[src/rtl/chan_mux_pkg.sv]
// chan_mux_pkg: shared constants and helpers for the channel multiplexer.
//   MODE_FIXED / MODE_RR : encodings of the chan_mux_rr mode input
//   clog2(v)             : ceiling log2 used for elaboration-time widths
//   idx_width(n)         : channel-index width, never narrower than 1 bit
package chan_mux_pkg;

  localparam logic MODE_FIXED = 1'b0;
  localparam logic MODE_RR    = 1'b1;

  function automatic int clog2(input int value);
    int r;
    r = 0;
    for (int i = 0; i < 31; i++) begin
      if ((1 << i) < value) r = i + 1;
    end
    return r;
  endfunction

  function automatic int idx_width(input int n);
    return (clog2(n) < 1) ? 1 : clog2(n);
  endfunction

endpackage

[src/rtl/rr_pick.sv]
// rr_pick: combinational rotating-priority search.
//   req   in  N   request vector
//   start in  SW  first index examined (must be < N)
//   found out 1   at least one request bit set
//   idx   out SW  first set index found walking start, start+1, ... mod N
module rr_pick
  import chan_mux_pkg::*;
#(
  parameter int N  = 4,
  parameter int SW = idx_width(N)
) (
  input  logic [N-1:0]  req,
  input  logic [SW-1:0] start,
  output logic          found,
  output logic [SW-1:0] idx
);

  logic [SW:0]   cand_sum;
  logic [SW-1:0] cand_idx;

  // Walk from the farthest offset down to offset 0 so the nearest
  // requester overwrites any farther one.
  always_comb begin
    found    = 1'b0;
    idx      = '0;
    cand_sum = '0;
    cand_idx = '0;
    for (int k = N - 1; k >= 0; k--) begin
      cand_sum = {1'b0, start} + (SW + 1)'(k);
      if (cand_sum >= (SW + 1)'(N)) cand_sum = cand_sum - (SW + 1)'(N);
      cand_idx = cand_sum[SW-1:0];
      if (req[cand_idx]) begin
        found = 1'b1;
        idx   = cand_idx;
      end
    end
  end

endmodule

[src/rtl/chan_mux_rr.sv]
// chan_mux_rr: N-channel to one multiplexer with a one-entry output register.
//   clk, rst   : clock, synchronous active-high reset
//   in_data    : N packed words, channel i at [i*W +: W]
//   in_valid   : per-channel word present
//   in_ready   : per-channel accept strobe (one-hot or zero)
//   mode, sel  : 0 = fixed channel sel, 1 = round-robin
//   out_data   : registered selected word
//   out_valid  : output register FULL
//   out_ready  : downstream accept
//   out_chan   : channel that supplied out_data
module chan_mux_rr
  import chan_mux_pkg::*;
#(
  parameter int N = 4,
  parameter int W = 1,
  localparam int SW = idx_width(N)
) (
  input  logic           clk,
  input  logic           rst,
  input  logic [N*W-1:0] in_data,
  input  logic [N-1:0]   in_valid,
  output logic [N-1:0]   in_ready,
  input  logic           mode,
  input  logic [SW-1:0]  sel,
  output logic [W-1:0]   out_data,
  output logic           out_valid,
  input  logic           out_ready,
  output logic [SW-1:0]  out_chan
);

  logic [W-1:0]  words [N];
  logic [N-1:0]  fixed_req;
  logic [N-1:0]  pick_req;
  logic [SW-1:0] pick_start;
  logic          pick_found;
  logic [SW-1:0] pick_idx;
  logic          load_en;

  logic [W-1:0]  out_data_reg,  out_data_next;
  logic [SW-1:0] out_chan_reg,  out_chan_next;
  logic          out_valid_reg, out_valid_next;
  logic [SW-1:0] ptr_reg,       ptr_next;

  // The register can take a word when empty or when its word leaves now.
  assign load_en = (!out_valid_reg || out_ready) && !rst;

  genvar gi;
  generate
    for (gi = 0; gi < N; gi++) begin : g_chan
      assign words[gi]     = in_data[gi*W +: W];
      // A sel value >= N matches no bit, so it yields no grant.
      assign fixed_req[gi] = in_valid[gi] && (sel == SW'(gi));
      assign in_ready[gi]  = load_en && pick_found && (pick_idx == SW'(gi));
    end
  endgenerate

  // Fixed mode reuses the same search with a single-bit mask; the start
  // point is irrelevant there since at most one request is set.
  assign pick_req   = (mode == MODE_RR) ? in_valid : fixed_req;
  assign pick_start = (ptr_reg == SW'(N - 1)) ? '0 : ptr_reg + SW'(1);

  rr_pick #(
    .N  (N),
    .SW (SW)
  ) u_pick (
    .req   (pick_req),
    .start (pick_start),
    .found (pick_found),
    .idx   (pick_idx)
  );

  always_comb begin
    out_data_next  = out_data_reg;
    out_chan_next  = out_chan_reg;
    out_valid_next = out_valid_reg;
    ptr_next       = ptr_reg;
    if (load_en) begin
      if (pick_found) begin
        out_data_next  = words[pick_idx];
        out_chan_next  = pick_idx;
        out_valid_next = 1'b1;
        if (mode == MODE_RR) ptr_next = pick_idx;
      end else begin
        out_valid_next = 1'b0;
      end
    end
  end

  always_ff @(posedge clk) begin
    if (rst) begin
      out_data_reg  <= '0;
      out_chan_reg  <= '0;
      out_valid_reg <= 1'b0;
      ptr_reg       <= SW'(N - 1);
    end else begin
      out_data_reg  <= out_data_next;
      out_chan_reg  <= out_chan_next;
      out_valid_reg <= out_valid_next;
      ptr_reg       <= ptr_next;
    end
  end

  assign out_data  = out_data_reg;
  assign out_chan  = out_chan_reg;
  assign out_valid = out_valid_reg;

endmodule

[config.mk]
export PLATFORM = sky130hd
export DESIGN_NAME = chan_mux_rr
export DESIGN_NICKNAME = d
export VERILOG_FILES = /design/src/rtl/chan_mux_pkg.sv /design/src/rtl/rr_pick.sv /design/src/rtl/chan_mux_rr.sv
export SDC_FILE = /design/constraint.sdc
export NUM_CORES = 1
export LEC_CHECK = 0
export ABC_AREA = 1
export CAP_MARGIN = 20
export CELL_PAD_IN_SITES_DETAIL_PLACEMENT = 0
export CELL_PAD_IN_SITES_GLOBAL_PLACEMENT = 1
export CORE_MARGIN = 1
export CORE_UTILIZATION = 31
export CTS_BUF_LIST = sky130_fd_sc_hd__clkbuf_2
export CTS_CLUSTER_SIZE = 25
export DETAILED_ROUTE_END_ITERATION = 7
export PLACE_DENSITY = 0.95
export REMOVE_ABC_BUFFERS = 1
export SETUP_SLACK_MARGIN = 0.4
export SLEW_MARGIN = 10
export SYNTH_ARGS = -nofsm -noshare
export SYNTH_HDL_FRONTEND = slang
export SYNTH_SLANG_ARGS = --single-unit
[constraint.sdc]
create_clock -name clk -period 4.1 [get_ports clk]
set_input_delay 0.615 -clock clk [delete_from_list [all_inputs] [get_ports clk]]
set_output_delay 0.615 -clock clk [all_outputs]
set_load 0.02 [all_outputs]
# Yosys cells after proc, flatten, opt, wreduce, memory -nomap -nowiden
# Index checks and enable logic that the tools add are counted.
# W data, S select, Z words.
totals:
  output_inout_bits: 8
  in_bits: 14
  ff_bits: 6
  word_cells: 72
classes:
  addsub: 8
  bitwise: 1
  order_cmp: 9
  muxes: 26
  eq_ne: 7
  reduce_logical: 17
ops:
  columns: ["cell", "n"]
  rows:
  - ["$mux W2", 9]
  - ["$ge A3 B3 Y1 const B", 4]
  - ["$lt A2 B3 Y1 const B", 4]
  - ["$mux W1", 11]
  - ["$bmux W1 S2", 5]
  - ["$eq A2 B2 Y1 const B", 5]
  - ["$logic_and A1 B1 Y1", 10]
  - ["$sub A2 B1 Y2 const B", 4]
  - ["$add A2 B2 Y3 const B", 2]
  - ["$eq A2 B1 Y1 const B", 2]
  - ["$logic_not A2 Y1", 2]
  - ["$mux W4", 1]
  - ["$add A2 B1 Y3 const B", 1]
  - ["$ge A2 B3 Y1 const B", 1]
  - ["$not A2 Y3", 1]
  - ["$reduce_and A3 Y1", 1]
  - ["$add A2 B1 Y2 const B", 1]
  - ["$logic_not A1 Y1", 2]
  - ["$reduce_and A2 Y1", 1]
  - ["$logic_or A1 B1 Y1", 1]

# Longest topological paths before layout
logic_depth:
  ltp_word: 15
  ltp_mapped: 16
  depth_no_buf: 16

# Cells and area by module
# From an unflattened synthesis, not the netlist that was laid out.
hier_totals:
  cells_unflattened: 104
  hier_area_um2: 599.3
modules_own_cells:
  columns: ["mod", "cells_per_inst", "n_inst", "area_each_um2", "seq_area_each_um2"]
  rows:
  - ["chan_mux_rr", 58, 1, 386.6, 120.1]
  - ["rr_pick", 46, 1, 212.7, 0.0]

# Worst setup path before layout
# Ideal clock, no wire load.
synth_path:
  path_kind: "register to output"
  start: "register ptr_reg[0]"
  end: "output in_ready[0]"
  path_buffers: 0
  setup_slack_ns: 1.509
  required_ns: 3.485
  stages_incl_launch_ff: 14
  t_arrival_ns: 1.976
  path_cell_list: "dfxtp_1 > ha_1 > inv_1 > xor2_2 > inv_2 > nand2_1 > nand2_1 > inv_2 > nand2_1 > nand2_1 > nand2_2 > nand2_4 > inv_2 > nor3_1"
synth_between:
  elab_chain_len: 13
  elab_cells_between_ends: 37
  cone_classes: "8 x add/sub; 4 x order compare; 1 x eq/ne; 21 x mux; 3 x reduce/logical"
synth_lines:
  columns: ["element", "line_no", "text"]
  rows:
  - ["start, declared", "chan_mux_rr.sv:42", "logic [SW-1:0] ptr_reg, ptr_next;"]
  - ["start signal, assigned", "chan_mux_rr.sv:94", "ptr_reg <= SW'(N - 1);"]
  - ["start signal, assigned", "chan_mux_rr.sv:99", "ptr_reg <= ptr_next;"]
  - ["$add A2 B1 Y2 / $eq A2 B2 Y1 (equally long branches)", "chan_mux_rr.sv:60", "assign pick_start = (ptr_reg == SW'(N - 1)) ? '0 : ptr_reg + SW'(1);"]
  - ["$mux W2 *", "chan_mux_rr.sv:60", null]
  - ["$add A2 B2 Y3", "rr_pick.sv:29", "cand_sum = {1'b0, start} + (SW + 1)'(k);"]
  - ["$ge A3 B3 Y1 / $sub A2 B1 Y2 (equally long branches)", "rr_pick.sv:30", "if (cand_sum >= (SW + 1)'(N)) cand_sum = cand_sum - (SW + 1)'(N);"]
  - ["$mux W2", "rr_pick.sv:30", null]
  - ["$bmux W1 S2", "rr_pick.sv:32", "if (req[cand_idx]) begin"]
  - ["$mux W1 (implied by the code)", "rr_pick.sv:32", null]
  - ["$mux W2 / $mux W1 (equally long branches) (4 in a row)", "rr_pick.sv:32", null]
  - ["$logic_not A2 Y1 / $logic_and A1 B1 Y1 (equally long branches)", "chan_mux_rr.sv:53", "assign in_ready[gi] = load_en && pick_found && (pick_idx == SW'(gi));"]
  - ["$logic_and A1 B1 Y1 *", "chan_mux_rr.sv:53", null]
  - ["end, declared", "chan_mux_rr.sv:22", "output logic [N-1:0] in_ready,"]
# Every way passes the cells marked *; elsewhere a longest branch is shown, timed or not. The select of a mux whose other input is x is not followed.

# Worst setup path after layout
layout_path:
  start: "input mode"
  end: "output in_ready[0]"
layout_between:
  elab_chain_len: 9
  elab_cells_between_ends: 20
  cone_classes: "17 x mux; 3 x reduce/logical"
layout_lines:
  columns: ["element", "line_no", "text"]
  rows:
  - ["start, declared", "chan_mux_rr.sv:23", "input logic mode,"]
  - ["$mux W4 *", "chan_mux_rr.sv:59", "assign pick_req = (mode == MODE_RR) ? in_valid : fixed_req;"]
  - ["$bmux W1 S2", "rr_pick.sv:32", null]
  - ["$mux W1 (implied by the code)", "rr_pick.sv:32", null]
  - ["$mux W2 / $mux W1 (equally long branches) (4 in a row)", "rr_pick.sv:32", null]
  - ["$logic_not A2 Y1 / $logic_and A1 B1 Y1 (equally long branches)", "chan_mux_rr.sv:53", null]
  - ["$logic_and A1 B1 Y1 *", "chan_mux_rr.sv:53", null]
# Marked as above.

==> results.sh <==
export IMPL_clkPwrFrac_pct=12.8
export IMPL_fmax_mhz=289
export IMPL_grt_pass1_wl_um=2120
export IMPL_placed_area_um2=803
export IMPL_cts_root_buf="clkbuf_2"
export IMPL_hold_viol=0
export IMPL_routed_via_count=667
export IMPL_setup_viol=0
export IMPL_synth_cell_types=16
export IMPL_ys_seq_area_share_pct=21.4
export IMPL_postSynthAreaPerCell_um2=5.73
export IMPL_die_h_um=44.6
export IMPL_cpPeakStageDelay_ps=630
export IMPL_irDropWorstVdd_uv=213
export IMPL_setup_tns_final_ps=0
export IMPL_worst_slew_pin_transition_ps=224
export IMPL_layout_common_cells="33 x nand2_1, 19 x nand3_1, 19 x clkdlybuf4s50_1"
export IMPL_cts_buffer_depth=2
export IMPL_final_common_cell="nand2_1"
export IMPL_cts_sinks=6
export IMPL_clk_latency_ps=210
export IMPL_synthesis_area_um2=562
export IMPL_first_global_vias=545
export IMPL_antenna_left=0
export IMPL_syn_to_final_growth_pct=46.5
export IMPL_regToRegSetupSlack_ps=2080
export IMPL_grt_max_degree=10
export IMPL_finalCriticalPeriod_ps=3460
export IMPL_dr_first_iter_drc_count=8
export IMPL_insertedDiodeCount=0
export IMPL_die_w_um=44.6
export IMPL_fin_nets=139
export IMPL_cp_common_cell="nand2_1"
export IMPL_finalWirelength_um=1260
export IMPL_final_core_util_pct=48.2
export IMPL_antenna_found_initial=0
export IMPL_power_switching_w=0.000136
export IMPL_critical_path_class="in2out"
export IMPL_seq_power_share_pct=25.0
export IMPL_drive_gt1_share_pct=13.1
export IMPL_hold_slack_ps=466
export IMPL_cp_max_fo=7
export IMPL_cts_made_buffers=3
export IMPL_leakagePower_nw=0.447
export IMPL_core_um2=1710
export IMPL_ioPinCount=22
export IMPL_startpoint_type="primary input"
export IMPL_grt_overflow=0
export IMPL_cap_violations=0
export IMPL_drt_pass1_iterations=4
export IMPL_wl_met1_um=624
export IMPL_hold_buffers=0
export IMPL_skew_ps=2.69
export IMPL_path_buf_inv=4
export IMPL_start_util_pct=32.9
export IMPL_drv_slew=0
export IMPL_path_cells="clkdlybuf4s50_1, inv_1, o21ai_0, nand3_1, nand2_1, nand2_1, nand2_1, a21oi_2, nand2_2, nand2_4, inv_2, nor3_1, clkdlybuf4s50_1"
export IMPL_sw_frac_of_total_pct=45.3
export IMPL_path_clk_slew_ps=50
export IMPL_intPower_w=0.000165
export IMPL_fin_area_um2=823
export IMPL_ys_ff_latch=6
export IMPL_grt_total_usage_pct=14.2
export IMPL_holdCritPathClass="reg2reg"
export IMPL_status="completed"
export IMPL_dr_wl_met3_um=25
export IMPL_drc_errors=0
export IMPL_timing_final_crit_share_pct=84.5
export IMPL_cp_slowest_cell="clkdlybuf4s50_1"
export IMPL_gp_routability_congestion=0.842
export IMPL_wl_met2_um=593
export IMPL_topRoutingLayerUsed="met4"
export IMPL_critical_path_endpoint_type="primary output"
export IMPL_pwr_share_comb_pct=62.2
export IMPL_power_density_nw_per_um2=366
export IMPL_required_ps=3480
export IMPL_critical_path_top_delay_family="buffers and inverters"
export IMPL_cp_arrival_ps=2850
export IMPL_num_rows=15
export IMPL_hpwl_um=1050
export IMPL_port_buffers=21
export IMPL_cts_tree="yes"
export IMPL_routedWlPerCell_um=8.58
export IMPL_avgViaCountPerCell=4.54
export IMPL_die_area_um2=1990
export IMPL_yosys_warnings=0
export IMPL_rsz0062_at_grt="false"
export IMPL_fillers=180
export IMPL_relSlewSlack_pct=84.9
export IMPL_h_tree_depth=1
export IMPL_cts_setup_buffers=0
export IMPL_postSynthCellCount=98
## synth_stat cells
cell type,count,area [µm²]
xor2_2,1,16.3
nor3_1,2,10.0
nand3_1,19,95.1
nor2_4,1,11.3
inv_2,4,15.0
o21ai_0,4,20.0
inv_1,11,41.3
o211ai_2,1,12.5
nand2_2,4,25.0
nor2_1,5,18.8
a21oi_2,1,8.76
a21oi_1,4,20.0
ha_1,1,12.5
dfxtp_1,6,120
nand2_4,1,11.3
nand2_1,33,124
## stage by stage
stage	std cells	setup WS, ps	total power, W
after floorplan	98	1510	0.000204
after global placement	144	598	0.000263
after detailed placement	144	584	0.000264
after CTS	147	571	0.000307
after global routing	147	410	0.000329
final	147	636	0.000301
## area by class of cell
type / count / area [µm²] / area share [%]
Multi-Input combinational cell: 77 / 385 / 46.8
Timing Repair Buffer: 21 / 215 / 26.1
Sequential cell: 6 / 120 / 14.6
Inverter: 15 / 56.3 / 6.84
Tap cell: 25 / 31.3 / 3.80
Clock buffer: 3 / 15.0 / 1.82
## power groups by stage
stage	logic, W	registers [W]	clock network, W
2_1_floorplan	0.000119	0.0000853	0
3_3_place_gp	0.000187	0.0000760	0
4_1_cts	0.000189	0.0000751	0.0000434
6_report	0.000187	0.0000753	0.0000387
5_1_grt	0.000209	0.0000763	0.0000443
3_5_place_dp	0.000188	0.0000760	0
## final timing paths
path	start	to	cells after the start
worst min-delay path	out_chan[0]	out_chan[0]	2
worst max-delay path	mode	in_ready[0]	13
worst max register to register	ptr_reg[0]	ptr_reg[0]	12
worst min register to register	out_chan[0]	out_chan[0]	2
## metal layers
metal,global-route usage [%],up-vias
li1,-,364
met1,18.7,287
met2,22.1,12
met3,2.45,4
met4,7.27,0
met5,0,-
## kinds of logic after synthesis
kind of cell / count (synthesis) / synth area share [%]
and+or+nand+nor: 65 / 52.6
adders and majority gates: 1 / 2.23
xor gates and xnor gates: 1 / 2.90
AOI/OAI and AO/OA: 10 / 10.9
buffers and inverters: 15 / 10.0
DFF: 6 / 21.4
## worst register-to-register path: cells and delay by family, from the launching register on
kind	cells	cell delay, ps
XOR/XNOR	1	240
adder cells (fa/ha/maj)	1	330
AO/OA/AOI/OAI	1	80
AND/OR/NAND/NOR	5	560
buffers and inverters	4	360
flip-flops	1	340
## repair_timing
item / CTS / global route
endpoints found under the hold margin: 0 / 0
gates resized for setup: 0 / 3
endpoints found under the setup margin: 0 / 3
(Power assumes the default switching activity.)
